==> config.mk <==
export PLATFORM = sky130hd
export DESIGN_NAME = writeback_stage
export DESIGN_NICKNAME = d
export VERILOG_FILES = /design/src/rtl/processor_pkg.sv /design/src/rtl/wb_fifo.sv /design/src/rtl/writeback_stage.sv
export SDC_FILE = /design/constraint.sdc
export NUM_CORES = 1
export LEC_CHECK = 0
export ABC_AREA = 1
export CORE_ASPECT_RATIO = 0.5
export CORE_MARGIN = 4
export CORE_UTILIZATION = 50
export DETAILED_ROUTE_END_ITERATION = 7
export DONT_BUFFER_PORTS = 1
export PLACE_DENSITY = 0.77
export SYNTH_ARGS = -nofsm -noshare
export SYNTH_HDL_FRONTEND = slang
export SYNTH_SLANG_ARGS = --single-unit
export TNS_END_PERCENT = 1
==> constraint.sdc <==
create_clock -name clk -period 9.2 [get_ports clk]
set_input_delay 1.38 -clock clk [delete_from_list [all_inputs] [get_ports clk]]
set_output_delay 1.38 -clock clk [all_outputs]
set_load 0.1 [all_outputs]
==> src/rtl/processor_pkg.sv <==
// rtl/processor_pkg.sv - shared register-file widths, writeback entry type and source enum
package processor_pkg;

  localparam int REG_ADDR_W = 5;
  localparam int XLEN       = 64;

  typedef struct packed {
    logic [REG_ADDR_W-1:0] rd;
    logic [XLEN-1:0]       value;
  } wb_entry_t;

  typedef enum logic {
    WB_SRC_ALU = 1'b0,
    WB_SRC_MEM = 1'b1
  } wb_src_e;

endpackage

==> src/rtl/wb_fifo.sv <==
// rtl/wb_fifo.sv - circular result FIFO with an entry/valid view for hazard tracking
module wb_fifo
  import processor_pkg::*;
#(
  parameter int  DEPTH   = 4,
  parameter type entry_t = wb_entry_t
) (
  input  logic                    clk,
  input  logic                    reset,
  input  logic                    push,
  input  entry_t                  push_entry,
  input  logic                    pop,
  output entry_t                  head,
  output logic                    full,
  output logic                    empty,
  output entry_t [DEPTH-1:0]      entries,
  output logic   [DEPTH-1:0]      entry_valid
);

  localparam int PW = $clog2(DEPTH);

  // Extra pointer bit distinguishes full from empty when the index bits match.
  logic   [PW:0]      wr_ptr;
  logic   [PW:0]      rd_ptr;
  logic   [PW:0]      count;
  logic   [PW-1:0]    offset [DEPTH];
  entry_t [DEPTH-1:0] mem;

  assign empty   = (wr_ptr == rd_ptr);
  assign full    = (wr_ptr[PW] != rd_ptr[PW]) && (wr_ptr[PW-1:0] == rd_ptr[PW-1:0]);
  assign count   = wr_ptr - rd_ptr;
  assign head    = mem[rd_ptr[PW-1:0]];
  assign entries = mem;

  // Advance pointers on accepted push/pop; both may happen in one cycle.
  always_ff @(posedge clk or negedge reset) begin
    if (!reset) begin
      wr_ptr <= '0;
      rd_ptr <= '0;
    end else begin
      if (push && !full) wr_ptr <= wr_ptr + 1'b1;
      if (pop && !empty) rd_ptr <= rd_ptr + 1'b1;
    end
  end

  // Storage is not reset; entry_valid masks stale slots.
  always_ff @(posedge clk) begin
    if (push && !full) mem[wr_ptr[PW-1:0]] <= push_entry;
  end

  // A slot is live when its distance from the read pointer is below the occupancy.
  always_comb begin
    for (int i = 0; i < DEPTH; i++) begin
      offset[i]      = PW'(i) - rd_ptr[PW-1:0];
      entry_valid[i] = ({1'b0, offset[i]} < count);
    end
  end

endmodule

==> src/rtl/writeback_stage.sv <==
// rtl/writeback_stage.sv - ALU/load result queues arbitrated round-robin onto the register-file write port
module writeback_stage
  import processor_pkg::*;
#(
  parameter int XLEN       = 64,
  parameter int FIFO_DEPTH = 4
) (
  input  logic                  clk,
  input  logic                  reset,
  input  logic                  alu_valid,
  input  logic [REG_ADDR_W-1:0] alu_rd,
  input  logic [XLEN-1:0]       alu_value,
  output logic                  alu_ready,
  input  logic                  mem_valid,
  input  logic [REG_ADDR_W-1:0] mem_rd,
  input  logic [XLEN-1:0]       mem_value,
  output logic                  mem_ready,
  output logic                  write_enable,
  output logic [REG_ADDR_W-1:0] write_register,
  output logic [XLEN-1:0]       write_value,
  input  logic                  write_ready,
  output logic [31:0]           pending_mask
);

  typedef struct packed {
    logic [REG_ADDR_W-1:0] rd;
    logic [XLEN-1:0]       value;
  } entry_t;

  entry_t                  alu_in, mem_in, alu_head, mem_head, slot;
  entry_t [FIFO_DEPTH-1:0] alu_entries, mem_entries;
  logic   [FIFO_DEPTH-1:0] alu_live, mem_live;
  logic                    alu_full, alu_empty, mem_full, mem_empty;
  logic                    slot_valid, slot_load;
  logic                    grant_alu, grant_mem;
  wb_src_e                 last_grant;

  assign alu_ready = !alu_full;
  assign mem_ready = !mem_full;
  assign alu_in    = '{rd: alu_rd, value: alu_value};
  assign mem_in    = '{rd: mem_rd, value: mem_value};

  // x0 writes finish the handshake but are never stored.
  wb_fifo #(.DEPTH(FIFO_DEPTH), .entry_t(entry_t)) u_alu_fifo (
    .clk        (clk),
    .reset      (reset),
    .push       (alu_valid && alu_ready && (alu_rd != '0)),
    .push_entry (alu_in),
    .pop        (slot_load && grant_alu),
    .head       (alu_head),
    .full       (alu_full),
    .empty      (alu_empty),
    .entries    (alu_entries),
    .entry_valid(alu_live)
  );

  wb_fifo #(.DEPTH(FIFO_DEPTH), .entry_t(entry_t)) u_mem_fifo (
    .clk        (clk),
    .reset      (reset),
    .push       (mem_valid && mem_ready && (mem_rd != '0)),
    .push_entry (mem_in),
    .pop        (slot_load && grant_mem),
    .head       (mem_head),
    .full       (mem_full),
    .empty      (mem_empty),
    .entries    (mem_entries),
    .entry_valid(mem_live)
  );

  // Slot refills when empty or when its current write is being accepted.
  assign slot_load = !slot_valid || write_ready;
  assign grant_alu = !alu_empty && (mem_empty || last_grant == WB_SRC_MEM);
  assign grant_mem = !mem_empty && !grant_alu;

  assign write_enable   = slot_valid;
  assign write_register = slot.rd;
  assign write_value    = slot.value;

  // Output slot and round-robin pointer; the pointer only moves on contention.
  always_ff @(posedge clk or negedge reset) begin
    if (!reset) begin
      slot_valid <= 1'b0;
      slot       <= '0;
      last_grant <= WB_SRC_MEM;
    end else if (slot_load) begin
      if (grant_alu) begin
        slot       <= alu_head;
        slot_valid <= 1'b1;
      end else if (grant_mem) begin
        slot       <= mem_head;
        slot_valid <= 1'b1;
      end else begin
        slot_valid <= 1'b0;
      end
      if (!alu_empty && !mem_empty) last_grant <= grant_alu ? WB_SRC_ALU : WB_SRC_MEM;
    end
  end

  // Every queued or in-flight destination register, x0 excluded.
  always_comb begin
    pending_mask = '0;
    for (int i = 0; i < FIFO_DEPTH; i++) begin
      if (alu_live[i]) pending_mask[alu_entries[i].rd] = 1'b1;
      if (mem_live[i]) pending_mask[mem_entries[i].rd] = 1'b1;
    end
    if (slot_valid) pending_mask[slot.rd] = 1'b1;
    pending_mask[0] = 1'b0;
  end

endmodule

## Yosys cells after proc, flatten, opt, wreduce, memory -nomap -nowiden

Cells that the tools add are included.

- Equal/unequal tests: 6
- Reductions and logical operators: 39
- $add $sub $neg: 14
- $lt $le $gt $ge: 32
- Bitwise gates (word level): 8
- Muxes and demuxes: 42

Operators with widths:

| cell | number |
|---|---|
| bitwise mux 276 bit | 2 |
| 2-to-1 mux 69 bit | 6 |
| 2-to-1 mux 32 bit | 9 |
| binary-select mux 69 bit (select 2 bit) | 2 |
| demux 69 bit (select 2 bit) | 2 |
| bitwise OR 32 bit | 8 |
| less-than comparator 5 x 6 -> 1 bit, second input constant | 9 |
| demux 1 bit (select 5 bit) | 9 |
| >= comparator 5 x 1 -> 1 bit, second input constant | 9 |
| logical AND 1 bit | 26 |
| less-than comparator 2 x 3 -> 1 bit | 8 |
| adder 3 x 1 -> 3 bit, second input constant | 4 |
| less-than comparator 2 x 3 -> 1 bit, second input constant | 4 |
| 2-to-1 mux 1 bit | 12 |
| nonzero test 5 bit | 2 |
| subtractor 1 x 2 -> 2 bit, first input constant | 4 |
| subtractor 2 bit, first input constant | 4 |
| == test 3 bit | 2 |
| logical NOT 1 bit | 6 |
| subtractor 3 bit | 2 |
| == test 2 bit | 2 |
| >= comparator 2 x 1 -> 1 bit, second input constant | 2 |
| AND reduction 2 bit | 2 |
| logical OR 1 bit | 2 |
| 2 further kinds | 3 |

- Register bits: 635
- Word-level logic and storage cells: 165
- Input port bits: 143
- Output and inout port bits: 104

## Logic depth before layout (Yosys ltp)

- Word-level depth: 21
- Gate-level depth with buffers: 14
- Gate-level depth less buffers: 13

## Hierarchy

Synthesis repeated with hierarchy kept, for this count alone.

- Cell total of the unflattened synthesis: 2662
- Area, all modules: 29220.5 µm²

Modules (own cells, without submodules):

| module | area each (µm²) | sequential area each (µm²) | times used | cells an instance |
|---|---|---|---|---|
| wb_fifo | 11447.2 | 8438.1 | 2 | 747 |
| writeback_stage | 6326.1 | 1778.0 | 1 | 1168 |

## Worst setup path before layout

OpenSTA, ideal clock, no wires.

- Kind: register to register
- Start: reg u_alu_fifo.rd_ptr[0]
- End: reg u_alu_fifo.mem (netlist bit u_alu_fifo.entries[207]) (enable)
- Stages on the path, launching flop included: 8
- Slack: 3167 ps
- Arrival time: 5534 ps
- Buffers on the path: 2
- Required time: 8701 ps
- Setup time: 499 ps
- Clock period less this slack: 6033 ps
- Cells stage by stage: dfrtp_1 > inv_2 > buf_2 > buf_1 > ha_1 > nand4_1 > nand3_1 > nor2_1

- Cells in the longest elaborated chain, start to end: 6

Ends and longest elaborated chain:

| item | line | source |
|---|---|---|
| from (decl) | wb_fifo.sv:24 | `logic [PW:0] rd_ptr;` |
| from (signal assigned) | wb_fifo.sv:42 | `if (pop && !empty) rd_ptr <= rd_ptr + 1'b1;` |
| == test 2 bit * | wb_fifo.sv:30 | `assign full = (wr_ptr[PW] != rd_ptr[PW]) && (wr_ptr[PW-1:0] == rd_ptr[PW-1:0]);` |
| logical AND 1 bit * | wb_fifo.sv:30 |  |
| logical NOT 1 bit * | writeback_stage.sv:38 | `assign alu_ready = !alu_full;` |
| named net alu_ready | writeback_stage.sv:13 | `output logic alu_ready,` |
| logical AND 1 bit (2 in a row) | writeback_stage.sv:47 | `.push (alu_valid && alu_ready && (alu_rd != '0)),` |
| logical AND 1 bit * | wb_fifo.sv:48 | `if (push && !full) mem[wr_ptr[PW-1:0]] <= push_entry;` |
| to (signal, indexed assignment) | wb_fifo.sv:48 |  |
| to (decl) | wb_fifo.sv:27 | `entry_t [DEPTH-1:0] mem;` |

The timed path passes the listed nets; every way through them passes the cells marked *.
A chain may end at the register's enable or synchronous reset.

## Worst setup path in the final report

- Start: reg u_alu_fifo.rd_ptr[1]
- End: out pending_mask[16]

- Cells in the longest elaborated chain, start to end: 19
- Elaborated cells between the ends (all ways): 26
- Classes of those cells: add/sub: 5; order compare: 4; mux: 9; bitwise: 8

Ends and longest elaborated chain:

| item | line | source |
|---|---|---|
| subtractor 3 bit or subtractor 1 x 2 -> 2 bit (tied branches) | wb_fifo.sv:31, wb_fifo.sv:54 |  |
| less-than comparator 2 x 3 -> 1 bit | wb_fifo.sv:55 | `entry_valid[i] = ({1'b0, offset[i]} < count);` |
| 2-to-1 mux 32 bit | writeback_stage.sv:103 | `if (alu_live[i]) pending_mask[alu_entries[i].rd] = 1'b1;` |
| bitwise OR 32 bit (no line) | n/a |  |
| 2-to-1 mux 32 bit | writeback_stage.sv:104 | `if (mem_live[i]) pending_mask[mem_entries[i].rd] = 1'b1;` |
| bitwise OR 32 bit (no line) | n/a |  |
| 2-to-1 mux 32 bit | writeback_stage.sv:103 |  |
| bitwise OR 32 bit (no line) | n/a |  |
| (+3 left out) | n/a |  |
| bitwise OR 32 bit (no line) | n/a |  |
| 2-to-1 mux 32 bit | writeback_stage.sv:104 |  |
| bitwise OR 32 bit (no line) | n/a |  |
| 2-to-1 mux 32 bit * | writeback_stage.sv:103 |  |
| bitwise OR 32 bit (no line) | n/a |  |
| 2-to-1 mux 32 bit * | writeback_stage.sv:104 |  |
| bitwise OR 32 bit (no line) | n/a |  |
| 2-to-1 mux 32 bit * | writeback_stage.sv:106 | `if (slot_valid) pending_mask[slot.rd] = 1'b1;` |
| to (decl) | writeback_stage.sv:22 | `output logic [31:0] pending_mask` |

Every way passes the cells marked *; elsewhere a longest branch is shown, timed or not.

==> summary.md <==
| Metric | Value |
|---|---|
| Status | `complete, no violations` |
| Antenna cell count | `0` |
| Tightest Hold Check Type | `in2async` |
| Num CTS Buffers | `56` |
| Tcrit/Tclk final | `68.2%` |
| Nets@finish | `3053` |
| CP Max Fanout | `39` |
| Final hold violation count | `0` |
| Yosys reg bits | `635` |
| Final ANT Viol Nets | `0` |
| Worst-Margin Slew | `1.18 ns` |
| Top cells by instance count after synthesis | `665 x nand2_1, 575 x nor2_1, 552 x edfxtp_1, 289 x o21ai_0, 284 x nand3_1` |
| Complex-gate fraction of the synthesized area | `8.21%` |
| Die Span X | `348 um` |
| Clk pin slew, worst setup/hold paths | `0.07 ns` |
| Post-CTS setup buffer count | `0` |
| Setup Total Neg Slack | `0 ns` |
| Mux contribution to synthesized area | `0%` |
| Xor and xnor area share after synthesis | `0.273%` |
| Worst Slack Setup Final | `2.92 ns` |
| Critical Path RT | `7.82 ns` |
| Count leader, synth | `nand2_1` |
| CTS resizes | `0` |
| Reported max-cap violation count | `0` |
| Hold-fix buffers, CTS | `0` |
| I/O pin total | `247` |
| FP Rows | `61` |
| Register area share after synthesis | `64.5%` |
| Routed vias | `21300` |
| GRT Total Usage | `26.2%` |
| Synth area leaders | `edfxtp_1 57%, nand2_1 8.6%, nor2_1 7.5%, dfrtp_1 7.1%, o21ai_0 5.0%` |
| Fill cells | `4764` |
| # setup viols final | `0` |
| TritonCTS clock tree | `yes` |
| H-Tree Depth | `2` |
| Main combinational cell family by area after synthesis | `simple AND/OR/NAND/NOR gates` |
| Clk_skew | `0.0122 ns` |
| Synth unique cells | `31` |
| R2R Setup Slk | `4.15 ns` |
| HPWL Detailed | `53.9 mm` |
| Final GP Congestion | `1.00` |
| First-pass GRT wire length | `123 mm` |
| Tmin final | `6.28 ns` |
| Max clock buf depth | `3` |
| Syn Area/Cell | `9.76 um^2` |
| Synthesized net count | `3130` |
| Primary FF master, synth | `edfxtp_1` |
| Area Growth Syn to Fin | `8.08%` |
| DRT Wirelength | `83.1 mm` |
| Initial Util | `51.3%` |
| Fmax | `159 MHz` |
| Grt total ovfl | `0` |
| Later-pin clock latency in the skew report | `0.59 ns` |
| Share of the synthesized area in the top cell type | `57.3%` |
| First-pass detailed-route iteration total | `5` |
| Rel. slew slack | `21.0%` |
| Ys async rst share | `13.1%` |
| Syn Inst Count | `2961` |
| Register Area | `0.0187 mm^2` |
| Vias in the first global route | `20200` |
| Root Buffer | `clkbuf_16` |
| Die height | `178 um` |
| Simple-gate area share of the yosys netlist | `22.1%` |
| Crit Path Class | `reg2out` |
| Die ar. | `0.0620 mm^2` |
| Synth Cell Area | `0.0289 mm^2` |
| Dpl ws | `3.59 ns` |
| Crit end category | `output pin` |
| Initial antenna violation count | `0` |
| Drc violations | `0` |
| Layout cell share with drive strength beyond 1 | `5.01%` |
| Multi-input logic area | `0.00927 mm^2` |
| Buffers on Ports | `0` |
| Ys Warns | `0` |
| Adder-Cell Fraction of Synth Area | `1.18%` |
| Core area | `0.0563 mm^2` |
| Largest net degree at the start of global routing | `112` |
| RSZ-0062 raised after global routing | `no` |
| WL per Instance | `22.5 um` |
| EDFF count, synth | `552` |
| Critical Path Source Type | `flip-flop` |
| Iter 0 DRT Violations | `2074` |
| Synth area leader | `edfxtp_1` |
| CP arrival | `4.90 ns` |
| Fin. max-slew vios | `0` |
| Routed vias/inst | `5.78` |
| Clk sink count | `635` |
-- cell usage in the layout (no fill, tap or decap) --
cell type,synthesis,final
clkinv_1,0,8
conb_1,1,1
dfrtp_2,0,1
clkinv_2,0,13
fa_1,2,2
nor2_1,575,567
clkbuf_8,0,10
ha_1,24,24
inv_2,4,3
clkinvlp_4,0,1
nor3_1,27,27
or2_2,13,13
nand4_4,0,1
dfstp_2,1,1
nand3_4,0,1
clkinv_8,0,1
dfrtp_4,0,2
clkbuf_1,83,16
o22ai_1,64,64
nor4_1,1,1
nand4_1,7,7
edfxtp_1,552,552
o21ai_0,289,289
a21o_1,2,2
nand3_1,284,284
o21bai_1,6,6
xor2_1,7,7
dfrtp_1,82,79
o21ai_1,55,55
xnor2_1,2,2
inv_1,93,91
nand2_2,4,6
nor2_4,0,8
nand2_1,665,663
bufinv_16,0,1
a21oi_1,38,38
clkbuf_16,0,59
buf_4,5,26
-- routing by layer --
metal	wire [um]	track usage (%)	part of all wire, %
met5	0	0	0
met4	4100	12.1	4.9
met3	4910	3.43	5.9
met2	42200	46.9	51
met1	31800	31.9	38
-- critical path, cell delays in order, from the launching register on --
cell	delay, ns
dfrtp_1	0.52
clkinv_2	0.52
fa_1	0.71
inv_1	0.08
ha_1	0.29
inv_1	0.04
o21bai_1	0.13
nand2_1	0.70
nand2_1	0.24
nand2_1	0.07
nor2_1	0.20
nand3_1	0.80
-- metrics by stage --
step,instances,util [%],cell area (um^2),hold slack [ns]
floorplan,2961,-,28900,0.483
global placement,3582,52.3,29400,0.499
detailed placement,3582,52.3,29400,0.501
CTS,3688,55.5,31200,0.450
global route,3688,55.5,31200,0.453
finish,3688,55.5,31200,0.480
-- registers in the layout, summed over array words and instances, names as in the netlist --
register and count:
u_alu_fifo.entries 276, write_register 5, last_grant 1, u_alu_fifo.rd_ptr 3, write_enable 1, u_alu_fifo.wr_ptr 3
u_mem_fifo.entries 276, write_value 64, u_mem_fifo.rd_ptr 3, u_mem_fifo.wr_ptr 3
-- cell families after synthesis --
| group | after synthesis |
|---|---|
| flip-flops | 635 |
| AO/OA/AOI/OAI | 454 |
| buffers and inverters | 258 |
| adder cells (fa/ha/maj) | 26 |
| AND/OR/NAND/NOR | 1578 |
| XOR/XNOR | 9 |
| other | 1 |
-- final timing paths --
check / from / endpoint / depth (start not counted)
max in group asynchronous: reset / last_grant$_DFFE_PN1P_ / 0
hold reg to reg: u_mem_fifo.wr_ptr[2]$_DFFE_PN0P_ / u_mem_fifo.wr_ptr[2]$_DFFE_PN0P_ / 1
setup / recovery: u_alu_fifo.rd_ptr[1]$_DFFE_PN0P_ / pending_mask[16] / 11
min in group clk: u_mem_fifo.wr_ptr[2]$_DFFE_PN0P_ / u_mem_fifo.wr_ptr[2]$_DFFE_PN0P_ / 1
hold / removal: reset / write_value[24]$_DFFE_PN0P_ / 0
setup reg to reg: u_mem_fifo.rd_ptr[0]$_DFFE_PN0P_ / write_value[27]$_DFFE_PN0P_ / 9
-- final cells by class --
type	instances	area share, %
clock buffers	85	5.36
flip-flops and latches	635	59.7
inverters	97	1.18
clock inverters	21	0.428
well taps	756	3.03
repair buffers	26	0.625
multi-input cells	2068	29.7
Power is not shown: default switching activity piles up to over one toggle a cycle in this logic, so the estimate is an artifact.
